File: src/rtl/gemm_pkg.sv
// gemm_pkg: shared types for the GEMM command dispatcher.
// - gemm_op_e    : funct3 encodings of GEMM-type instructions.
// - gemm_state_e : dispatcher FSM states.
// - gemm_cfg_t   : latched accelerator configuration (bases and dimensions).
// - op_needs_idle: ops that must wait for an idle FSM before taking effect.
package gemm_pkg;

  localparam int unsigned GemmAddrW = 32;
  localparam int unsigned GemmDimW  = 16;

  typedef enum logic [2:0] {
    OpSetA   = 3'b000,
    OpSetB   = 3'b001,
    OpSetC   = 3'b010,
    OpSetDim = 3'b011,
    OpStart  = 3'b100,
    OpWait   = 3'b101,
    OpRsvd6  = 3'b110,
    OpRsvd7  = 3'b111
  } gemm_op_e;

  typedef enum logic [1:0] {
    StIdle   = 2'd0,
    StLaunch = 2'd1,
    StRun    = 2'd2,
    StDone   = 2'd3
  } gemm_state_e;

  typedef struct packed {
    logic [GemmAddrW-1:0] a_base;
    logic [GemmAddrW-1:0] b_base;
    logic [GemmAddrW-1:0] c_base;
    logic [GemmDimW-1:0]  m;
    logic [GemmDimW-1:0]  n;
    logic [GemmDimW-1:0]  k;
  } gemm_cfg_t;

  // Reserved encodings never touch config or the accelerator, so they never stall.
  function automatic logic op_needs_idle(gemm_op_e op);
    return (op != OpRsvd6) && (op != OpRsvd7);
  endfunction

endpackage

File: src/rtl/gemm_cfg_regs.sv
// gemm_cfg_regs: GEMM configuration register bank.
// Ports:
//   clk, rst  - core clock, synchronous active-high reset (clears all fields)
//   wr_en     - write strobe for an accepted SET_* op
//   op        - decoded op selecting which field(s) to write
//   rs1_val   - source of base addresses, M (low half) and N (high half)
//   rs2_val   - source of K (low half)
//   cfg       - current register contents, drives the accelerator fields
module gemm_cfg_regs
  import gemm_pkg::*;
#(
  parameter int unsigned XLEN = 32
) (
  input  logic            clk,
  input  logic            rst,
  input  logic            wr_en,
  input  gemm_op_e        op,
  input  logic [XLEN-1:0] rs1_val,
  input  logic [XLEN-1:0] rs2_val,
  output gemm_cfg_t       cfg
);

  gemm_cfg_t cfg_q, cfg_d;

  always_comb begin
    cfg_d = cfg_q;
    if (wr_en) begin
      case (op)
        OpSetA:   cfg_d.a_base = rs1_val[GemmAddrW-1:0];
        OpSetB:   cfg_d.b_base = rs1_val[GemmAddrW-1:0];
        OpSetC:   cfg_d.c_base = rs1_val[GemmAddrW-1:0];
        OpSetDim: begin
          cfg_d.m = rs1_val[GemmDimW-1:0];
          cfg_d.n = rs1_val[2*GemmDimW-1:GemmDimW];
          cfg_d.k = rs2_val[GemmDimW-1:0];
        end
        default: ;
      endcase
    end
  end

  always_ff @(posedge clk) begin
    if (rst) cfg_q <= '0;
    else     cfg_q <= cfg_d;
  end

  assign cfg = cfg_q;

  // Upper half of rs2 carries nothing for SET_DIM.
  logic unused_rs2;
  assign unused_rs2 = ^rs2_val[XLEN-1:GemmDimW];

endmodule

File: src/rtl/gemm_cmd_dispatch.sv
// gemm_cmd_dispatch: execute-stage responder for GEMM-type instructions.
// Latches config from rs1/rs2, launches the accelerator via a valid/ready start
// handshake, stalls the pipeline while busy and pulses gemm_done on completion.
// Optional feature macro: GEMM_PERF_CNT_EN adds the perf_cycles output, a
// saturating count of LAUNCH+RUN cycles cleared on each accepted START.
// Ports:
//   clk, rst                  - core clock, synchronous active-high reset
//   gemm_instr_vld            - GEMM instruction present in execute
//   gemm_funct3               - instruction[14:12]
//   rs1_val, rs2_val          - forwarded operands
//   flush                     - discards the instruction in execute
//   gemm_stall                - combinational pipeline hold
//   gemm_done                 - one-cycle completion pulse
//   acc_start_vld/rdy         - accelerator start handshake
//   acc_a/b/c_base, acc_m/n/k - accelerator config, stable while busy
//   acc_done                  - accelerator completion pulse
//   perf_cycles               - (GEMM_PERF_CNT_EN only) busy-cycle counter
//   cfg_err                   - sticky error: reserved op or zero-dimension START
// Field widths follow gemm_pkg; ADDR_W/DIM_W must match GemmAddrW/GemmDimW.
module gemm_cmd_dispatch
  import gemm_pkg::*;
#(
  parameter int unsigned XLEN   = 32,
  parameter int unsigned ADDR_W = GemmAddrW,
  parameter int unsigned DIM_W  = GemmDimW
) (
  input  logic              clk,
  input  logic              rst,
  input  logic              gemm_instr_vld,
  input  logic [2:0]        gemm_funct3,
  input  logic [XLEN-1:0]   rs1_val,
  input  logic [XLEN-1:0]   rs2_val,
  input  logic              flush,
  output logic              gemm_stall,
  output logic              gemm_done,
  output logic              acc_start_vld,
  input  logic              acc_start_rdy,
  output logic [ADDR_W-1:0] acc_a_base,
  output logic [ADDR_W-1:0] acc_b_base,
  output logic [ADDR_W-1:0] acc_c_base,
  output logic [DIM_W-1:0]  acc_m,
  output logic [DIM_W-1:0]  acc_n,
  output logic [DIM_W-1:0]  acc_k,
  input  logic              acc_done,
`ifdef GEMM_PERF_CNT_EN
  output logic [31:0]       perf_cycles,
`endif
  output logic              cfg_err
);

  gemm_state_e state_q, state_d;
  gemm_op_e    op;
  gemm_cfg_t   cfg;
  logic        accept;
  logic        start_acc;
  logic        cfg_wr;
  logic        dims_ok;
  logic        err_set;
  logic        cfg_err_q;

  assign op = gemm_op_e'(gemm_funct3);

  // Anything touching config or the accelerator waits for IDLE, so config is
  // frozen for the whole time the accelerator may be reading it.
  assign gemm_stall = gemm_instr_vld && !flush && (state_q != StIdle) && op_needs_idle(op);
  assign accept     = gemm_instr_vld && !flush && !gemm_stall;
  assign start_acc  = accept && (op == OpStart);
  assign cfg_wr     = accept && ((op == OpSetA) || (op == OpSetB) ||
                                 (op == OpSetC) || (op == OpSetDim));
  assign dims_ok    = (cfg.m != '0) && (cfg.n != '0) && (cfg.k != '0);

  gemm_cfg_regs #(
    .XLEN (XLEN)
  ) u_cfg_regs (
    .clk     (clk),
    .rst     (rst),
    .wr_en   (cfg_wr),
    .op      (op),
    .rs1_val (rs1_val),
    .rs2_val (rs2_val),
    .cfg     (cfg)
  );

  always_comb begin
    state_d = state_q;
    err_set = 1'b0;
    unique case (state_q)
      StIdle: begin
        if (start_acc) begin
          if (dims_ok) begin
            state_d = StLaunch;
          end else begin
            // Degenerate GEMM: complete immediately without launching.
            state_d = StDone;
            err_set = 1'b1;
          end
        end
      end
      StLaunch: if (acc_start_rdy) state_d = StRun;
      StRun:    if (acc_done)      state_d = StDone;
      StDone:   state_d = StIdle;
      default:  state_d = StIdle;
    endcase
    if (accept && !op_needs_idle(op)) err_set = 1'b1;
  end

  always_ff @(posedge clk) begin
    if (rst) begin
      state_q   <= StIdle;
      cfg_err_q <= 1'b0;
    end else begin
      state_q   <= state_d;
      cfg_err_q <= cfg_err_q | err_set;
    end
  end

`ifdef GEMM_PERF_CNT_EN
  logic [31:0] perf_q;

  always_ff @(posedge clk) begin
    if (rst) begin
      perf_q <= '0;
    end else if (start_acc) begin
      perf_q <= '0;
    end else if (((state_q == StLaunch) || (state_q == StRun)) && (perf_q != '1)) begin
      perf_q <= perf_q + 32'd1;
    end
  end

  assign perf_cycles = perf_q;
`endif

  assign acc_start_vld = (state_q == StLaunch);
  assign gemm_done     = (state_q == StDone);
  assign cfg_err       = cfg_err_q;
  assign acc_a_base    = cfg.a_base;
  assign acc_b_base    = cfg.b_base;
  assign acc_c_base    = cfg.c_base;
  assign acc_m         = cfg.m;
  assign acc_n         = cfg.n;
  assign acc_k         = cfg.k;

endmodule
File: config.mk
export PLATFORM = sky130hd
export DESIGN_NAME = gemm_cmd_dispatch
export DESIGN_NICKNAME = d
export VERILOG_FILES = /design/src/rtl/gemm_pkg.sv /design/src/rtl/gemm_cfg_regs.sv /design/src/rtl/gemm_cmd_dispatch.sv
export SDC_FILE = /design/constraint.sdc
export NUM_CORES = 1
export LEC_CHECK = 0
export CORE_MARGIN = 5
export CORE_UTILIZATION = 30
export CTS_CLUSTER_DIAMETER = 40
export DETAILED_ROUTE_END_ITERATION = 6
export PLACE_DENSITY = 0.59
export SYNTH_ARGS = -nofsm -noshare
export SYNTH_HDL_FRONTEND = slang
export SYNTH_SLANG_ARGS = --single-unit
File: constraint.sdc
create_clock -name clk -period 1.9 [get_ports clk]
set_input_delay 0.285 -clock clk [delete_from_list [all_inputs] [get_ports clk]]
set_output_delay 0.285 -clock clk [all_outputs]
set_load 0.005 [all_outputs]
# Word level (Yosys, flattened, before mapping)
# Index checks and enable logic that the tools add are counted.
# totals
reg_bits,147
inputBits,73
out_inout_bits,148
elab_cells,57
# op_classes
n_eq_ne,12
mux,9
n_bitwise,1
n_reduce_logical,27
# ops
cell,n
16-bit nonzero test,3
1-bit logical AND,10
2-bit two-way mux,4
2-bit one-hot mux with 4 select lines,1
2-bit AND reduction,4
3-bit by 2-bit == test with 1-bit output (second input constant),2
3-bit inequality test (second input constant),2
2-bit == test (second input constant),2
1-bit two-way mux,4
2-bit inequality test (second input constant),2
3-bit by 1-bit == test with 1-bit output (second input constant),1
3-bit == test (second input constant),1
1-bit zero test,3
3-bit zero test,1
1-bit logical OR,3
3-bit AND reduction,1
2-bit by 1-bit == test with 1-bit output (second input constant),1
2-bit zero test,1
2-bit by 1-bit inequality test with 1-bit output (second input constant),1
2-bit nonzero test,1
1-bit OR,1

# Logic depth before layout (Yosys ltp)
# Gate-level depths: netlist (run 1).
# depth
ltp_word,11
ltp_mapped,9
mapped_depth_nobuf,7

# Hierarchy
# From an unflattened synthesis (run 1), not the netlist that was laid out.
# unflattened
hier_cells,571
area_unflattened_um2,6153.4
# by_module_without_submodules
mod,instances,cells_each,area_each_um2,seq_area_each_um2
gemm_cfg_regs,1,525,5780.5,2882.8
gemm_cmd_dispatch,1,46,372.9,60.1

# Least setup slack after synthesis (run 1)
# Ideal clock, no wire load.
# synth_timing
path_kind,register to register
from,register state_q[0]
to,register u_cfg_regs.cfg_q (netlist bit u_cfg_regs.cfg[49])
setup_ns,0.132
arrival_time_ns,1.609
t_required_ns,1.768
setup_slack_ns,0.159
stages_incl_launch_ff,10
path_buffers,2
synth_period_minus_slack_ns,1.741
path_cell_list,dfxtp_1 -> inv_1 -> ha_1 -> and4bb_2 -> nand2_1 -> or2_2 -> clkbuf_1 -> buf_2 -> nand2_1 -> a21oi_1
# synth_via
elab_chain_cells,7
# synth_rtl
element,line,source
"start, declared",gemm_cmd_dispatch.sv:51,"gemm_state_e state_q, state_d;"
"start signal, assigned",gemm_cmd_dispatch.sv:109,state_q <= StIdle;
"start signal, assigned",gemm_cmd_dispatch.sv:112,state_q <= state_d;
2-bit nonzero test,gemm_cmd_dispatch.sv:65,assign gemm_stall = gemm_instr_vld && !flush && (state_q != StIdle) && op_needs_idle(op);
1-bit logical AND (2 in a row),gemm_cmd_dispatch.sv:65,
1-bit zero test,gemm_cmd_dispatch.sv:66,assign accept = gemm_instr_vld && !flush && !gemm_stall;
1-bit logical AND,gemm_cmd_dispatch.sv:66,
1-bit logical AND,gemm_cmd_dispatch.sv:68,assign cfg_wr = accept && ((op == OpSetA) || (op == OpSetB) ||
2-bit AND reduction (no source line),--,
"end signal, assigned",gemm_cfg_regs.sv:44,else cfg_q <= cfg_d;
"end, declared",gemm_cfg_regs.sv:23,"gemm_cfg_t cfg_q, cfg_d;"
# Every way passes these cells.
# A chain may end at the register's enable or synchronous reset.

# Final worst setup path (run 1)
# layout_timing
from,register state_q[1]
to,output port acc_start_vld
# layout_via
elab_chain_cells,1
# layout_rtl
element,line,source
2-bit by 1-bit == test with 1-bit output,gemm_cmd_dispatch.sv:133,assign acc_start_vld = (state_q == StLaunch);
"end, declared",gemm_cmd_dispatch.sv:36,"output logic acc_start_vld,"
# Every way passes these cells.

==> flow_summary.json, run 1 <==
{
  "status": "finished, final reports clean",
  "vias_per_cell": 4.60,
  "grt.overflow.total": 0,
  "layoutNonFillerInstCount": 1121,
  "rr_worst_depth": 6,
  "met3WireLength_um": 1460,
  "root_buffer": "clkbuf_16",
  "num-fill-cells": 1724,
  "finalCritPeriodShare": 0.939,
  "synth-simple-area-share": 0.250,
  "crit_end": "acc_start_vld",
  "num_io_pins": 221,
  "first_global_vias": 5049,
  "grtUsageTotal": 0.177,
  "cts.path.max_buffers": 2,
  "ir_drop_mv": 0.574,
  "fin_crit_ps": 1780,
  "synth_top_area_cell": "dfxtp_1",
  "start_util": 0.306,
  "ys_ff_latch": 147,
  "synthFlopType": "dfxtp_1",
  "setup.worst_path.end_class": "output port",
  "diodes": 0,
  "post-place-ws_ps": -87.6,
  "cts_setup_buffers": 0,
  "cp.arrival_ps": 1500,
  "p_leak_nw": 2.87,
  "cts_tree": "yes",
  "wirelength_um": 18100,
  "cts_buffers": 17,
  "hold_ws_ps": 204,
  "slowest_delay_ps": 510,
  "crit_type": "flip-flop to output port",
  "synth_edf_count": 0,
  "met1_length_um": 8060,
  "crit_chain": "inv_1, ha_1, clkdlybuf4s50_1",
  "cts_htree_levels": 4,
  "rrSetupSlack_ps": 130,
  "clock_sink_count": 147,
  "ys_top_cells_by_count": "nand2_1, dfxtp_1, a21oi_1",
  "r2r_start": "u_cfg_regs.cfg[29]",
  "num_vias": 5152,
  "dieArea_sq_mm": 0.0204,
  "total_power_w": 0.00743,
  "setup_tns_ps": 0,
  "drt_iter0_drc": 285,
  "crit_fanout": 3,
  "cap_viol_max_count": 0,
  "coreArea_sq_mm": 0.0173,
  "cp.depth": 3,
  "start_kind": "flip-flop",
  "synth_area_per_cell_sq_um": 7.81,
  "syn_area_sq_mm": 0.00529,
  "setup_viol": 0,
  "clk-insertion-delay-late_ps": 410,
  "timing.critical_path.buf_inv": 2,
  "worst_slack_ps": 116,
  "ys_warn_count": 0,
  "clk_pin_slew_ps": 60,
  "synth_cell_type_count": 28,
  "row_count": 48,
  "path_delay_family": "buffers and inverters",
  "synth_cells": 677,
  "ys_seq_area_frac": 0.556,
  "grt_max_degree": 62,
  "synth_xor_area_frac": 0,
  "slowest_stage": "clkdlybuf4s50_1",
  "chipWidth_um": 143,
  "hpwl_um": 12700,
  "worstMarginPinSlew_ps": 421,
  "synthMuxAreaShare": 0,
  "pwr_density_cell_mw_per_mm2": 877,
  "highest_layer": "met4",
  "rsz0062_at_grt": "true",
  "synth-compound-area-share": 0.143,
  "synth_top_family_by_area": "simple AND/OR/NAND/NOR gates",
  "dr_wl_met2_um": 8350,
  "nets": 962,
  "synthAdderAreaFrac": 0.0118,
  "ant_nets": 0,
  "syn_nets": 755,
  "finalWeightedCongestion": 0.767,
  "hold_class": "input pin to flip-flop",
  "antenna_found_initial": 0,
  "grt_first_pass_wirelength_um": 28200,
  "dp_cells": 1090,
  "reg2reg_to": "cfg_err",
  "synth_area_leaders": "dfxtp_1, nand2_1, a21oi_1, clkbuf_1, buf_2",
  "drc": 0,
  "drive_above_1_share": 0.0871,
  "min_from": "rst",
  "yosysMostFrequentCell": "nand2_1",
  "hold_buffers": 0,
  "dr.pass1.iters": 4,
  "timing.critical_path.from": "state_q[1]",
  "skew_ps": 5.02,
  "maxSlewViolCount": 0,
  "async_flop_share": 0,
  "wire_per_inst_um": 16.2,
  "relSlewSlack": 0.717,
  "synth_top_area_frac": 0.556,
  "hold_viol": 0,
  "area.growth.synth_to_final_pct": 60.3,
  "io_buffers": 204,
  "die_y_um": 143,
  "required_ps": 1620,
  "fmax_ghz": 0.561
}
-- layout make-up --
| class | instances | area [sq um] | share of cell area |
|---|---|---|---|
| clock inverter | 10 | 133 | 0.0156 |
| clock buffer | 21 | 460 | 0.0543 |
| multi-input combinational | 480 | 2170 | 0.256 |
| tap | 225 | 282 | 0.0332 |
| sequential | 147 | 2950 | 0.348 |
| timing repair buffer | 235 | 2470 | 0.291 |
| inverter | 3 | 11.3 | 0.00133 |
-- layout by cell type, fill, tap and decap left out, drive strengths merged --
master	netlist	final
clkbuf	30	21
a31oi	2	2
a21oi	145	145
dfxtp	147	147
nand4	3	3
bufinv	0	3
nand3b	1	1
dlygate4sd2	0	1
clkinv	0	4
nor2b	1	1
a221o	1	1
or2	1	1
ha	5	5
and3b	1	1
and3	2	2
clkdlybuf4s50	0	202
clkinvlp	0	3
nor3	1	1
nor4	12	12
and2b	1	1
nand3	2	2
a211oi	1	1
nor2	3	3
and4bb	1	1
nand2	293	293
and2	1	1
inv	3	3
buf	17	32
or3b	3	3
-- kinds of logic (layout without fill, tap and decap cells) --
family | after synthesis | count (layout)
AO/OA/AOI/OAI | 149 | 149
adder cells (fa/ha/maj) | 5 | 5
buffers and inverters | 50 | 269
flip-flops | 147 | 147
AND/OR/NAND/NOR | 326 | 326
-- metrics by stage --
stage	utilization	instance area (sq um)
2_1_floorplan	-	5290
3_3_place_gp	0.454	7850
3_5_place_dp	0.454	7850
4_1_cts	0.489	8460
5_1_grt	0.490	8480
6_report	0.490	8480
-- how the worst min path moves through the flow --
stage / slack (ps) / endpoint / cells past startpoint
floorplan: 420 / u_cfg_regs.cfg[100] / 2
global placement: 440 / u_cfg_regs.cfg[79] / 2
detailed placement: 450 / u_cfg_regs.cfg[101] / 2
CTS: 180 / u_cfg_regs.cfg[69] / 2
global route: 190 / u_cfg_regs.cfg[21] / 2
finish: 200 / u_cfg_regs.cfg[133] / 2
-- routing by layer --
layer	vias up	GRT usage
li1	2620	-
met1	2362	0.228
met2	156	0.279
met3	14	0.0646
met4	0	0.0540
met5	-	0
-- report_power, final --
group / total, W / internal (W) / switching [W]
registers: 0.00321 / 0.00316 / 0.0000472
clock network: 0.00338 / 0.00212 / 0.00126
logic: 0.000845 / 0.000451 / 0.000394
-- sequential cells by signal (all words and copies together), names as in the netlist --
name	flops
cfg_err	1
state_q	2
u_cfg_regs.cfg	144
-- timing repair --
action / CTS / global route
gates cloned: 0 / 0
setup endpoints to repair: 3 / 11
resized for setup: 4 / 6
pin swaps: 0 / 2
No activity file was read; power rests on OpenSTA's default activity.
==> inputs of run 2 (changes only) <==
--- a/config.mk
+++ b/config.mk
@@ -9,6 +9,7 @@
 export CORE_UTILIZATION = 30
 export CTS_CLUSTER_DIAMETER = 40
 export DETAILED_ROUTE_END_ITERATION = 6
+export GPL_ROUTABILITY_DRIVEN = 1
 export PLACE_DENSITY = 0.59
 export SYNTH_ARGS = -nofsm -noshare
 export SYNTH_HDL_FRONTEND = slang
==> results of run 2 <==
Same layout as run 1: the final DEF is identical, and so are final timing and power.
==> patch: new RTL, settings of run 1 <==
The option `GEMM_PERF_CNT_EN` is turned on by a define.
--- a/src/rtl/gemm_cmd_dispatch.sv
+++ b/src/rtl/gemm_cmd_dispatch.sv
@@ -18,4 +18,6 @@
 //   cfg_err                   - sticky error: reserved op or zero-dimension START
 // Field widths follow gemm_pkg; ADDR_W/DIM_W must match GemmAddrW/GemmDimW.
+`define GEMM_PERF_CNT_EN
+
 module gemm_cmd_dispatch
   import gemm_pkg::*;
Formal check against the unedited RTL (old outputs only; new: perf_cycles): equivalent (Yosys induction, for registers that start in step).
==> patch against run 1 <==
First-iteration DRC count grew 65%. Wire length grew 33%. Power grew 20%. Design area grew 28%. Fmax shrank 3.0%. Area after synthesis grew 31%. Combinational power grew 82%. Clock skew grew 0.016 ns. Worst setup slack lost 0.056 ns. Via count grew 38%. Sequential cell count grew 32. Critical endpoint is now gemm_done.
==> patch: results (changes against run 1) <==
Global routing
  • Global-route wire length before repair: 37.6 mm (was 28.2 mm)
  • Vias in the first global route: 6617 (was 5049)
  • Overall routing resource usage: 0.179 (was 0.177)
  • Antenna violations before repair: 2 (was 0)
  • Largest net degree at the start of global routing: 150 (was 62)

Synthesis
  • Post-synthesis cell type count: 44 (was 28)
  • Seq/Total Area, Yosys: 0.516 (was 0.556)
  • Top post-synthesis cells by count: nand2_1, dfxtp_1, a21oi_1 (unchanged)
  • Synth Area in Compound Gates: 0.160 (was 0.143)
  • Area contributors post-synth: dfxtp_1, nand2_1, a21oi_1 (unchanged)
  • Mux cell area share after synthesis: 0 (unchanged)
  • Ys async rst share: 0 (unchanged)
  • Synth Area in XOR/XNOR: 0.00505 (was 0)
  • EDFF count, synth: 0 (unchanged)
  • Area share of fa/ha/maj cells after synthesis: 0.0108 (was 0.0118)
  • Net Count, Synth: 955 (was 755)

Drt
  • Drt total wl: 24.1 mm (was 18.1 mm)
  • Pre-Repair DR Iteration Count: 5 (was 4)
  • Drt via density: 4.86 (was 4.60)
  • Iter 0 DRT Violations: 469 (was 285)

Hold path
  • Hold Path Origin: rst (unchanged)
  • Hold endpoint: perf_cycles[15] (was u_cfg_regs.cfg[133])
  • Hold WC Path Type: in -> reg (unchanged)
  • Hold Path Depth: 4 (was 2)

Setup path
  • R2r setup slk: 0.07 ns (was 0.13 ns)
  • Worst R2R End: perf_cycles[5] (was cfg_err)
  • Reg-to-Reg Start: state_q[0] (was u_cfg_regs.cfg[29])
  • Worst-path fanout max: 2 (was 3)
  • Reg2reg path depth: 8 (was 6)
  • Crit path max-delay cell type: clkdlybuf4s50_1 (unchanged)
  • Max incr delay on CP: 0.50 ns
  • Arrival @ worst endpoint: 1.56 ns (was 1.50 ns)

Final layout
  • Largest register FFs: 144 (unchanged)
  • Nets: 1239 (was 962)
  • Diode count: 0 (unchanged)
  • Share of cells above drive strength 1: 0.129 (was 0.0871)

Clock network
  • CTS buffer count: 17 (unchanged)
  • Clock root buffer: clkbuf_16 (unchanged)
  • Htree depth: 4 (unchanged)
  • Clk_lat worst skew: 0.44 ns (was 0.41 ns)
  • Clock Pin Slew Worst Setup and Hold Paths: 0.07 ns

Timing
  • Actual slew at the worst max-slew pin: 0.850 ns (was 0.421 ns)
  • Skew final: 0.0214 ns (was 0.00502 ns)
  • Hold_ws: 0.292 ns (was 0.204 ns)

Outcome
  • Status: complete, no violations (unchanged)

Place
  • Final HPWL DP: 17.2 mm (was 12.7 mm)
  • GP Congestion: 0.804 (was 0.767)
  • Port Buffers: 236 (was 204)

Power
  • VDD IR max: 647 uV (was 574 uV)
  • P_leak: 3.66 nW (was 2.87 nW)
patch: cell count changes after synthesis, sizes merged, moves of 9 or more:
cell and change:
nand2 +18, clkbuf +15, or4 +11, o21ai +14, nand4 +12, or3 +16, o31ai +9, dfxtp +32
a21oi +23, nand3 +12
patch: how the worst max path moves through the flow:
stage	from	to	slack, ns	cells past startpoint
2_1_floorplan	state_q[0]	perf_cycles[19]	0.009	9
3_3_place_gp	flush	u_cfg_regs.cfg[27]	-0.22	8
3_5_place_dp	flush	u_cfg_regs.cfg[27]	-0.22	8
4_1_cts	state_q[1]	u_cfg_regs.cfg[27]	-0.01	9
5_1_grt	perf_cycles[16]	perf_cycles[31]	-0.02	5
6_report	state_q[0]	gemm_done	0.06	3
patch: per-stage QoR:
step	cell area [um^2]	setup slack, ns	instances	TNS [ns]	total power [mW]
floorplan	6950	0.00910	876	0	4.76
global placement	10100	-0.219	1422	-14.77	5.48
detailed placement	10100	-0.218	1422	-17.59	5.50
CTS	10700	-0.00959	1454	-0.0233	9.02
global route	10800	-0.0227	1458	-0.143	9.34
finish	10800	0.0599	1458	0	8.90
patch: cell families after synthesis:
kind of cell / after synthesis
flip-flops: 179
adder cells (fa/ha/maj): 6
buffers and inverters: 62
AO/OA/AOI/OAI: 203
AND/OR/NAND/NOR: 422
XOR/XNOR: 4
patch: timing repair:
action,4_1_cts,5_1_grt
gates cloned,0,0
pin swaps,0,5
endpoints found under the setup margin,18,96
resized for setup,7,23
setup buffers,0,4
patch: final cells by class:
type,count,area (um^2)
fill,2217,11900
clock inverter,14,139
timing repair buffer,319,3070
multi-input combinational,635,3210
tap,285,357
clock buffer,18,439
inverter,8,30.0
sequential,179,3590
patch: worst max-delay path: cells and delay by family, from the launching register on:
family | cells | cell delay [ns]
adder cells (fa/ha/maj) | 1 | 0.19
buffers and inverters | 2 | 0.61
flip-flops | 1 | 0.33
patch: layer usage:
| metal | track usage | wire length [um] |
|---|---|---|
| met1 | 0.230 | 10800 |
| met5 | 0 | 27 |
| met4 | 0.0431 | 369 |
| met2 | 0.283 | 11100 |
| met3 | 0.0708 | 1920 |
patch: where the power goes:
group	total [mW]	switching, mW	internal, mW
Clock	3.45	1.68	1.78
Sequential	3.90	0.0526	3.85
Combinational	1.54	0.821	0.721
